[config.mk]
export PLATFORM = sky130hd
export DESIGN_NAME = fb_write_queue
export DESIGN_NICKNAME = d
export VERILOG_FILES = /design/src/rtl/fb_pkg.sv /design/src/rtl/fb_sync_fifo.sv /design/src/rtl/fb_write_queue.sv
export SDC_FILE = /design/constraint.sdc
export NUM_CORES = 1
export LEC_CHECK = 0
export ABC_AREA = 0
export CAP_MARGIN = 20
export CORE_ASPECT_RATIO = 1.75
export CORE_MARGIN = 4
export CORE_UTILIZATION = 45
export DETAILED_ROUTE_END_ITERATION = 10
export GPL_TIMING_DRIVEN = 0
export PLACE_DENSITY_LB_ADDON = 0.25
export RECOVER_POWER = 50
export SLEW_MARGIN = 10
export SYNTH_ARGS = -nofsm -noshare
export SYNTH_HDL_FRONTEND = slang
export SYNTH_HIERARCHICAL = 1
export SYNTH_SLANG_ARGS = --single-unit
[constraint.sdc]
create_clock -name ahb_clk -period 3.1 [get_ports ahb_clk]
set_input_delay 0.62 -clock ahb_clk [delete_from_list [all_inputs] [get_ports ahb_clk]]
set_output_delay 0.62 -clock ahb_clk [all_outputs]
set_load 0.02 [all_outputs]
[src/rtl/fb_pkg.sv]
// Shared framebuffer constants and the queued write entry type.
// Consumed by fb_sync_fifo and fb_write_queue.
package fb_pkg;

  localparam logic [31:0] FB_BASE_ADDR = 32'hD000_0000;
  localparam int unsigned FB_WIDTH     = 320;
  localparam int unsigned FB_HEIGHT    = 240;
  localparam int unsigned FB_WORDS     = FB_WIDTH * FB_HEIGHT;

  // One pending framebuffer write: 17-bit word address plus RGB888 pixel.
  typedef struct packed {
    logic [16:0] addr;
    logic [23:0] rgb;
  } fb_entry_t;

endpackage

[src/rtl/fb_sync_fifo.sv]
// Single-clock FIFO of fb_entry_t with occupancy count.
// DEPTH must be a power of two so the pointers wrap naturally.
// Pushes while full and pops while empty are ignored.
module fb_sync_fifo
  import fb_pkg::*;
#(
  parameter int DEPTH = 4
) (
  input  logic                   clk,
  input  logic                   rst,
  input  logic                   push,
  input  fb_entry_t              push_data,
  input  logic                   pop,
  output logic                   full,
  output logic                   empty,
  output logic [$clog2(DEPTH):0] count,
  output fb_entry_t              head
);

  localparam int PTR_W = $clog2(DEPTH);
  localparam int CNT_W = PTR_W + 1;

  logic [PTR_W-1:0] wr_ptr;
  logic [PTR_W-1:0] rd_ptr;
  fb_entry_t        mem [DEPTH];
  logic             push_en;
  logic             pop_en;

  assign full    = (count == CNT_W'(DEPTH));
  assign empty   = (count == '0);
  assign push_en = push && !full;
  assign pop_en  = pop && !empty;
  assign head    = mem[rd_ptr];

  // Pointer and occupancy bookkeeping; simultaneous push/pop leaves count unchanged.
  always_ff @(posedge clk) begin
    if (rst) begin
      wr_ptr <= '0;
      rd_ptr <= '0;
      count  <= '0;
    end else begin
      if (push_en) wr_ptr <= wr_ptr + 1'b1;
      if (pop_en)  rd_ptr <= rd_ptr + 1'b1;
      case ({push_en, pop_en})
        2'b10:   count <= count + 1'b1;
        2'b01:   count <= count - 1'b1;
        default: count <= count;
      endcase
    end
  end

  // Entry storage; contents need no reset because count gates visibility.
  always_ff @(posedge clk) begin
    if (push_en) mem[wr_ptr] <= push_data;
  end

endmodule

[src/rtl/fb_write_queue.sv]
// Bus-to-framebuffer write queue: decodes bus writes into framebuffer word
// writes, buffers them in fb_sync_fifo and drains them to the framebuffer.
// Optional macro FB_BOUNDS_CHECK_EN enables alignment/range checking with
// bus_error; without it every write is accepted and the offset is truncated.
//
// Framebuffer handshake: fb_wen is valid, fb_ready is ready. An entry is
// presented while fb_wen=1, fb_waddr/fb_wdata stay stable until a cycle with
// fb_wen && fb_ready, in which the entry is consumed at the rising edge.
// Bus side: a write is taken at the edge of a cycle with bus_wen=1 and
// bus_request_stall=0 and bus_error=0; a stalled master holds its request.
module fb_write_queue
#(
  parameter int          ADDR_WIDTH   = 32,
  parameter int          DATA_WIDTH   = 32,
  parameter int          FIFO_DEPTH   = 4,
  parameter logic [31:0] FB_BASE_ADDR = fb_pkg::FB_BASE_ADDR,
  parameter int unsigned FB_WORDS     = fb_pkg::FB_WORDS
) (
  input  logic                          ahb_clk,
  input  logic                          rst,
  input  logic                          bus_wen,
  input  logic                          bus_ren,
  input  logic [ADDR_WIDTH-1:0]         bus_addr,
  input  logic [DATA_WIDTH-1:0]         bus_wdata,
  output logic                          bus_request_stall,
  output logic                          bus_error,
  output logic [DATA_WIDTH-1:0]         bus_rdata,
  output logic                          fb_wen,
  output logic [16:0]                   fb_waddr,
  output logic [23:0]                   fb_wdata,
  input  logic                          fb_ready,
  output logic [$clog2(FIFO_DEPTH):0]   fifo_count
);

  import fb_pkg::*;

  localparam logic [ADDR_WIDTH-1:0] BASE_C  = ADDR_WIDTH'(FB_BASE_ADDR);
  localparam logic [ADDR_WIDTH-1:0] WORDS_C = ADDR_WIDTH'(FB_WORDS);

  logic [ADDR_WIDTH-1:0] off;
  logic                  legal;
  logic                  fifo_full;
  logic                  fifo_empty;
  logic                  push;
  logic                  pop;
  fb_entry_t             push_data;
  fb_entry_t             head;
  logic                  unused_bits;

  // Word offset from the framebuffer base, wrapping at the bus width.
  assign off = (bus_addr - BASE_C) >> 2;

`ifdef FB_BOUNDS_CHECK_EN
  assign legal       = (bus_addr[1:0] == 2'b00) && (bus_addr >= BASE_C) && (off < WORDS_C);
  assign bus_error   = !rst && bus_wen && !legal;
  assign unused_bits = ^{bus_ren, bus_wdata[DATA_WIDTH-1:24], off[ADDR_WIDTH-1:17]};
`else
  assign legal       = 1'b1;
  assign bus_error   = 1'b0;
  assign unused_bits = ^{bus_ren, bus_wdata[DATA_WIDTH-1:24], off[ADDR_WIDTH-1:17], WORDS_C};
`endif

  // Stall uses the current full flag even when a pop frees a slot this cycle.
  assign bus_request_stall = !rst && bus_wen && legal && fifo_full;
  assign push              = !rst && bus_wen && legal && !fifo_full;
  assign bus_rdata         = '0;

  assign push_data.addr = off[16:0];
  assign push_data.rgb  = bus_wdata[23:0];

  // Head entry comes straight from FIFO storage; zeroed when nothing is queued
  // or reset is active so no stale entry is ever presented.
  assign fb_wen   = !fifo_empty && !rst;
  assign fb_waddr = fb_wen ? head.addr : '0;
  assign fb_wdata = fb_wen ? head.rgb  : '0;
  assign pop      = fb_wen && fb_ready;

  fb_sync_fifo #(
    .DEPTH (FIFO_DEPTH)
  ) u_fifo (
    .clk       (ahb_clk),
    .rst       (rst),
    .push      (push),
    .push_data (push_data),
    .pop       (pop),
    .full      (fifo_full),
    .empty     (fifo_empty),
    .count     (fifo_count),
    .head      (head)
  );

endmodule

==> results of run 1 <==
## kinds of logic after synthesis
family / synth area share, %
other: 0.0510
adders and majority gates: 1.12
buffers and inverters: 6.99
xor gates and xnor gates: 0.357
and+or+nand+nor: 8.68
DFF: 69.4
muxes: 12.7
AOI/OAI and AO/OA: 0.646
## area by class of cell
cell class / instances / share of cell area [%]
sequential: 173 / 55.3
clock buffer: 20 / 4.84
inverter: 8 / 0.325
multi-input combinational: 155 / 20.0
antenna: 2 / 0.0542
timing repair buffer: 93 / 10.5
clock inverter: 12 / 1.14
buffer: 54 / 5.30
tap: 189 / 2.56
## sequential cells by signal, summed over array words and instances (netlist names), named ones only
signal         cells
u_fifo/mem       164
u_fifo/count       3
u_fifo/wr_ptr      2
u_fifo/rd_ptr      2
## critical path, cell delays in order, from the launching register on
cell and delay, ns:
dfxtp_1 0.30, buf_1 0.23, buf_2 0.34, mux4_2 0.24, nor3b_2 0.19, clkdlybuf4s50_1 0.65
## stage by stage
stage / total power, W / std cells / instance area (sq um) / hold slack [ns]
after floorplan: 0.00296 / 390 / 7470 / 0.459
after global placement: 0.00313 / 668 / 8600 / 0.477
after detailed placement: 0.00315 / 672 / 8690 / 0.514
after CTS: 0.00510 / 704 / 9240 / 0.524
after global routing: 0.00522 / 706 / 9240 / 0.544
final: 0.00503 / 706 / 9240 / 0.521
## repair_timing
action / 4_1_cts / 5_1_grt
resized for setup: 0 / 4
hold buffers: 0 / 0
hold endpoints to repair: 0 / 0
setup endpoints to repair: 0 / 11
## worst max-delay path by stage
stage	endpoint	slack [ns]
after CTS	fb_waddr[7]	0.03
final	fb_wdata[13]	0.10
after detailed placement	u_fifo/count[2]$_SDFFE_PP0P_	0.16
after global routing	fb_wdata[19]	-0.02
after floorplan	u_fifo/mem[0][0]$_DFFE_PP_	0.48
after global placement	u_fifo/mem[3][38]$_DFFE_PP_	-0.70
## per-layer routing
layer | vias up | part of all wire, % | routed length [um]
met3 | 13 | 4.5 | 620
met4 | 0 | 1.1 | 157
met5 | - | 0 | 0
met1 | 1835 | 38 | 5170
met2 | 106 | 56 | 7720
li1 | 1642 | - | -
## Yosys cell counts, drive strengths merged, types with 2 or more instances
| cell | instances |
|---|---|
| edfxtp | 164 |
| buf | 52 |
| nor3b | 44 |
| mux4 | 41 |
| dfxtp | 9 |
| inv | 8 |
| nor2 | 7 |
| ha | 5 |
| a21oi | 4 |
| and2 | 4 |
| o21ai | 3 |
| or3 | 3 |
| xor2 | 3 |
| clkbuf | 2 |
| nand2b | 2 |
## power by group
group / total [W] / internal (W) / switching, W
combinational: 0.000459 / 0.000215 / 0.000244
sequential: 0.00262 / 0.00261 / 0.0000144
clock: 0.00195 / 0.00107 / 0.000882
==> flow_summary.toml, run 1 <==
[synth]
syn_inst = 358
synth.area.top_cells = "edfxtp_1, mux4_2, nor3b_2"
synth_seq_area_share_pct = 69.4
synth_cell_type_count = 29
ys_ff_latch = 173
avgSynthCellArea_sq_um = 20.5
synth-main-ff-cell = "edfxtp_1"
synth_area_sq_um = 7350
async_reset_ff_share_pct = 0
ys_warn_count = 6
synth-edff-count = 164
synth_top_area_share_pct = 67.0
yosysTopAreaCell = "edfxtp_1"

[grt]
grt_max_degree = 28
grt_antenna_before_repair = 2
grt_pass1_vias = 3941
top_usage_layer = "met2"
use_met2_pct = 29.1
use_met3_pct = 3.87
grt_use_total_pct = 15.8
globalRouteMet1Util_pct = 17.8
grt_pass1_wl_um = 22000
overflow = 0

[place]
io_buffers = 89
dp_slack_ns = 0.156
finalWeightedCongestion = 0.703
dp_hpwl_um = 9210

[critical_path]
r2r_cells = 11
cp.required_ns = 2.48
cp-start-kind = "flop"
rrSetupSlack_ns = 0.51
cp.arrival_ns = 2.38
crit_fanout = 10
rr_endpoint = "u_fifo/count[2]$_SDFFE_PP0P_"
rr_startpoint = "u_fifo/count[0]$_SDFFE_PP0P_"
endpoint_kind = "output port"
crit_type = "reg -> out"

[final_layout]
fin_util_pct = 57.9
regArea_sq_um = 5100
finalNetCount = 577
final_common_cell = "edfxtp_1"
drive_gt1_share_pct = 32.8
multiInputGateArea_sq_um = 1850
final_cell_mix = "edfxtp_1, dlygate4sd3_1, clkdlybuf4s50_1, nor3b_2, mux4_2"
syn_to_final_growth_pct = 25.6
fillCellCount = 1223

[clock_network]
cts_setup_buffers = 0
cts.clk_slew.worst_paths_ns = 0.07
clockBufferDepth = 2
numCtsBuffers = 17
clockRootBuffer = "clkbuf_16"
cts_tree = "built"
htree_levels = 4
clock_latency_ns = 0.42
cts.sinks = 173

[sta]
rsz0062_at_grt = "yes"
hold_viol = 0
period_minus_slack_ns = 3.00
skew_ns = 0.00967
slew_violations = 0
setup_viol = 0
setup_tns_ns = 0
layout_setup_ws_ns = 0.104
fmax_ghz = 0.334
slew_headroom_pct = 41.9
tightest_slew_ns = 0.871
timing.final.crit_share_pct = 96.6

[route]
via_per_inst = 5.09
drt_pass1_iterations = 5
antenna_left = 0
wl_per_cell_um = 19.4
drc = 0
drt_iter0_markers = 200
routed_wl_um = 13700
vias = 3596

[die]
die_width_um = 105
row_count = 61
core_sq_um = 16000
die_area_sq_um = 18500
start_util_pct = 46.1
ios = 148
die_height_um = 177

[pwr]
p_per_area_nw_per_um2 = 545
p_leak_nw = 3.08
vdd_drop_max_mv = 0.382

[outcome]
status = "finished clean"

[hold_path]
min-delay-start = "u_fifo/wr_ptr[1]$_SDFFE_PP0P_"
hp-class = "reg -> reg"
whs_path_depth = 2
min_to = "u_fifo/wr_ptr[1]$_SDFFE_PP0P_"

[run]
maxCapViolCount = 0
Power figures use the tool's default switching activity.
==> run 2, diff against run 1 <==
Settings changed: CTS_BUF_LIST set to sky130_fd_sc_hd__clkbuf_16, PLACE_DENSITY set to 0.74, PLACE_DENSITY_LB_ADDON 0.25 to not set.
Clock period 3.1 ns to 2.6 ns, I/O delays scaled along.
==> run 2 against run 1 <==
Effect of this change: final cell count increased by 0.71%; via count decreased by 0.36%; first-iteration DRC count decreased by 26%; sequential power increased by 19%; hold slack got worse by 0.068 ns; cell area decreased by 0.68%; largest power group unchanged; highest routed layer unchanged.
==> flow_summary.toml, run 2 (same netlist as run 1, synthesis figures left out) <==
[outcome]
status = "finished clean"

[sta]
slew_headroom_pct = 51.1
skew_ns = 0.00622
setup_viol = 0
period_minus_slack_ns = 2.53
rsz0062_at_grt = "no"
timing.final.crit_share_pct = 97.3
tightest_slew_ns = 0.733
slew_violations = 0
hold_viol = 0
fmax_ghz = 0.395

[critical_path]
rr_endpoint = "u_fifo/count[2]$_SDFFE_PP0P_"
r2r_cells = 11
cp.arrival_ns = 2.01
crit_fanout = 10
rrSetupSlack_ns = 0.19
crit_type = "reg -> out"
endpoint_kind = "output port"
rr_startpoint = "u_fifo/count[0]$_SDFFE_PP0P_"
cp-start-kind = "flop"
cp.required_ns = 2.08

[grt]
overflow = 0
grt_use_total_pct = 15.4
grt_pass1_wl_um = 21200
grt_pass1_vias = 3881
grt_antenna_before_repair = 2
grt_max_degree = 31

[clock_network]
cts.clk_slew.worst_paths_ns = 0.06
clockBufferDepth = 2
cts_hold_buf = 0
cts_tree = "built"
numCtsBuffers = 17
clockRootBuffer = "clkbuf_16"
htree_levels = 4
cts.sinks = 173
clock_latency_ns = 0.42

[final_layout]
largest_register_ffs = 164
syn_to_final_growth_pct = 24.8
finalNetCount = 582
layoutNonFillerInstCount = 711
drive_gt1_share_pct = 42.5
fillCellCount = 1220
top_regs = "u_fifo/mem: 164 flops, u_fifo/count: 3 flops"
largest_register = "u_fifo/mem"
final_cell_mix = "edfxtp_1, buf_4, dlygate4sd3_1, nor3b_2, mux4_2"
final_common_cell = "edfxtp_1"

[route]
vias = 3583
drc = 0
drt_pass1_iterations = 5
routed_wl_um = 13600
drt_iter0_markers = 148
via_per_inst = 5.04
antenna_left = 0
wl_per_cell_um = 19.2

[pwr]
pwr-share-seq_pct = 51.3
combPwrFrac_pct = 8.6
p_per_area_nw_per_um2 = 664
power.net_switching_w = 0.00139
p_leak_nw = 3.17
clkPwrFrac_pct = 40.0
vdd_drop_max_mv = 0.546
p_int_w = 0.00470
sw_frac_of_total_pct = 22.9
power_w = 0.00609

[place]
finalWeightedCongestion = 0.681
dp_hpwl_um = 9200
io_buffers = 89
placed_cells = 672

[hold_path]
hp-class = "in -> reg"
min-delay-start = "rst"
whs_path_depth = 2
min_to = "u_fifo/count[0]$_SDFFE_PP0P_"

[die]
start_util_pct = 46.1
ios = 148
die_width_um = 105
core_sq_um = 16000
die_height_um = 177
row_count = 61
die_area_sq_um = 18500

[run]
maxCapViolCount = 0
## run 2: cell count changes in the layout (fill, tap and decap cells not counted), moves of 3 or more
cell / before / now
inv_8: 1 / 4
clkinv_4: 4 / 1
clkdlybuf4s15_2: 0 / 5
clkbuf_2: 0 / 31
dfxtp_1: 9 / 6
dlygate4sd3_1: 44 / 41
clkdlybuf4s50_1: 44 / 6
dfxtp_2: 0 / 3
buf_4: 34 / 42
## run 2: what timing repair did
action                     in CTS  in global routing
buffers inserted                0                  6
pin swaps                       1                  0
resized for setup              96                 40
setup endpoints to repair      43                 41
## run 2: critical path, cell delays in order (launching register included)
cell and delay, ns:
dfxtp_1 0.33, buf_6 0.16, buf_12 0.16, mux4_2 0.50, nor3b_2 0.17, clkdlybuf4s15_2 0.25
## run 2: cell type report
class,count,area [sq um],share of cell area [%]
buffer,53,490,5.35
inverter,8,30.0,0.327
antenna,2,5.00,0.0545
tap,189,236,2.58
sequential,173,5110,55.7
clock buffer,17,425,4.64
clock inverter,15,153,1.66
multi-input combinational,155,1870,20.3
timing repair buffer,99,861,9.38
## run 2: worst max-delay path by stage
| stage | to | from | depth (start not counted) | slack, ns |
|---|---|---|---|---|
| CTS | fb_wdata[19] | flop | 5 | 0.0002 |
| global route | fb_wdata[9] | flop | 5 | 0.007 |
| finish | fb_wdata[9] | flop | 5 | 0.07 |
| detailed placement | u_fifo/count[2]$_SDFFE_PP0P_ | fb_ready | 10 | -0.27 |
| global placement | u_fifo/mem[1][37]$_DFFE_PP_ | bus_wen | 5 | -1.0 |
| floorplan | u_fifo/mem[0][0]$_DFFE_PP_ | u_fifo/count[0]$_SDFFE_PP0P_ | 5 | 0.05 |
## run 2: routing by layer
metal | global-route usage [%] | wire (um)
met2 | 29.0 | 7780
met1 | 16.0 | 4990
met5 | 0 | 0
met3 | 3.83 | 567
met4 | 6.51 | 298
## run 2: per-stage QoR
| stage | setup WS [ns] | hold WS, ns | area, sq um | TNS, ns | utilization [%] |
|---|---|---|---|---|---|
| 4_1_cts | 0.000189 | 0.426 | 9280 | 0 | 58.2 |
| 3_5_place_dp | -0.272 | 0.485 | 8690 | -0.302 | 54.5 |
| 2_1_floorplan | 0.0533 | 0.459 | 7470 | 0 | - |
| 6_report | 0.0708 | 0.453 | 9180 | 0 | 57.5 |
| 3_3_place_gp | -0.999 | 0.472 | 8600 | -162.36 | 53.9 |
| 5_1_grt | 0.00684 | 0.474 | 9180 | 0 | 57.5 |
## run 2: power by group through the flow
| stage | clock network [W] | registers [W] | logic (W) |
|---|---|---|---|
| floorplan | 0 | 0.00319 | 0.000337 |
| global placement | 0 | 0.00318 | 0.000544 |
| detailed placement | 0 | 0.00319 | 0.000565 |
| CTS | 0.00250 | 0.00313 | 0.000553 |
| global route | 0.00263 | 0.00313 | 0.000565 |
| finish | 0.00244 | 0.00313 | 0.000525 |
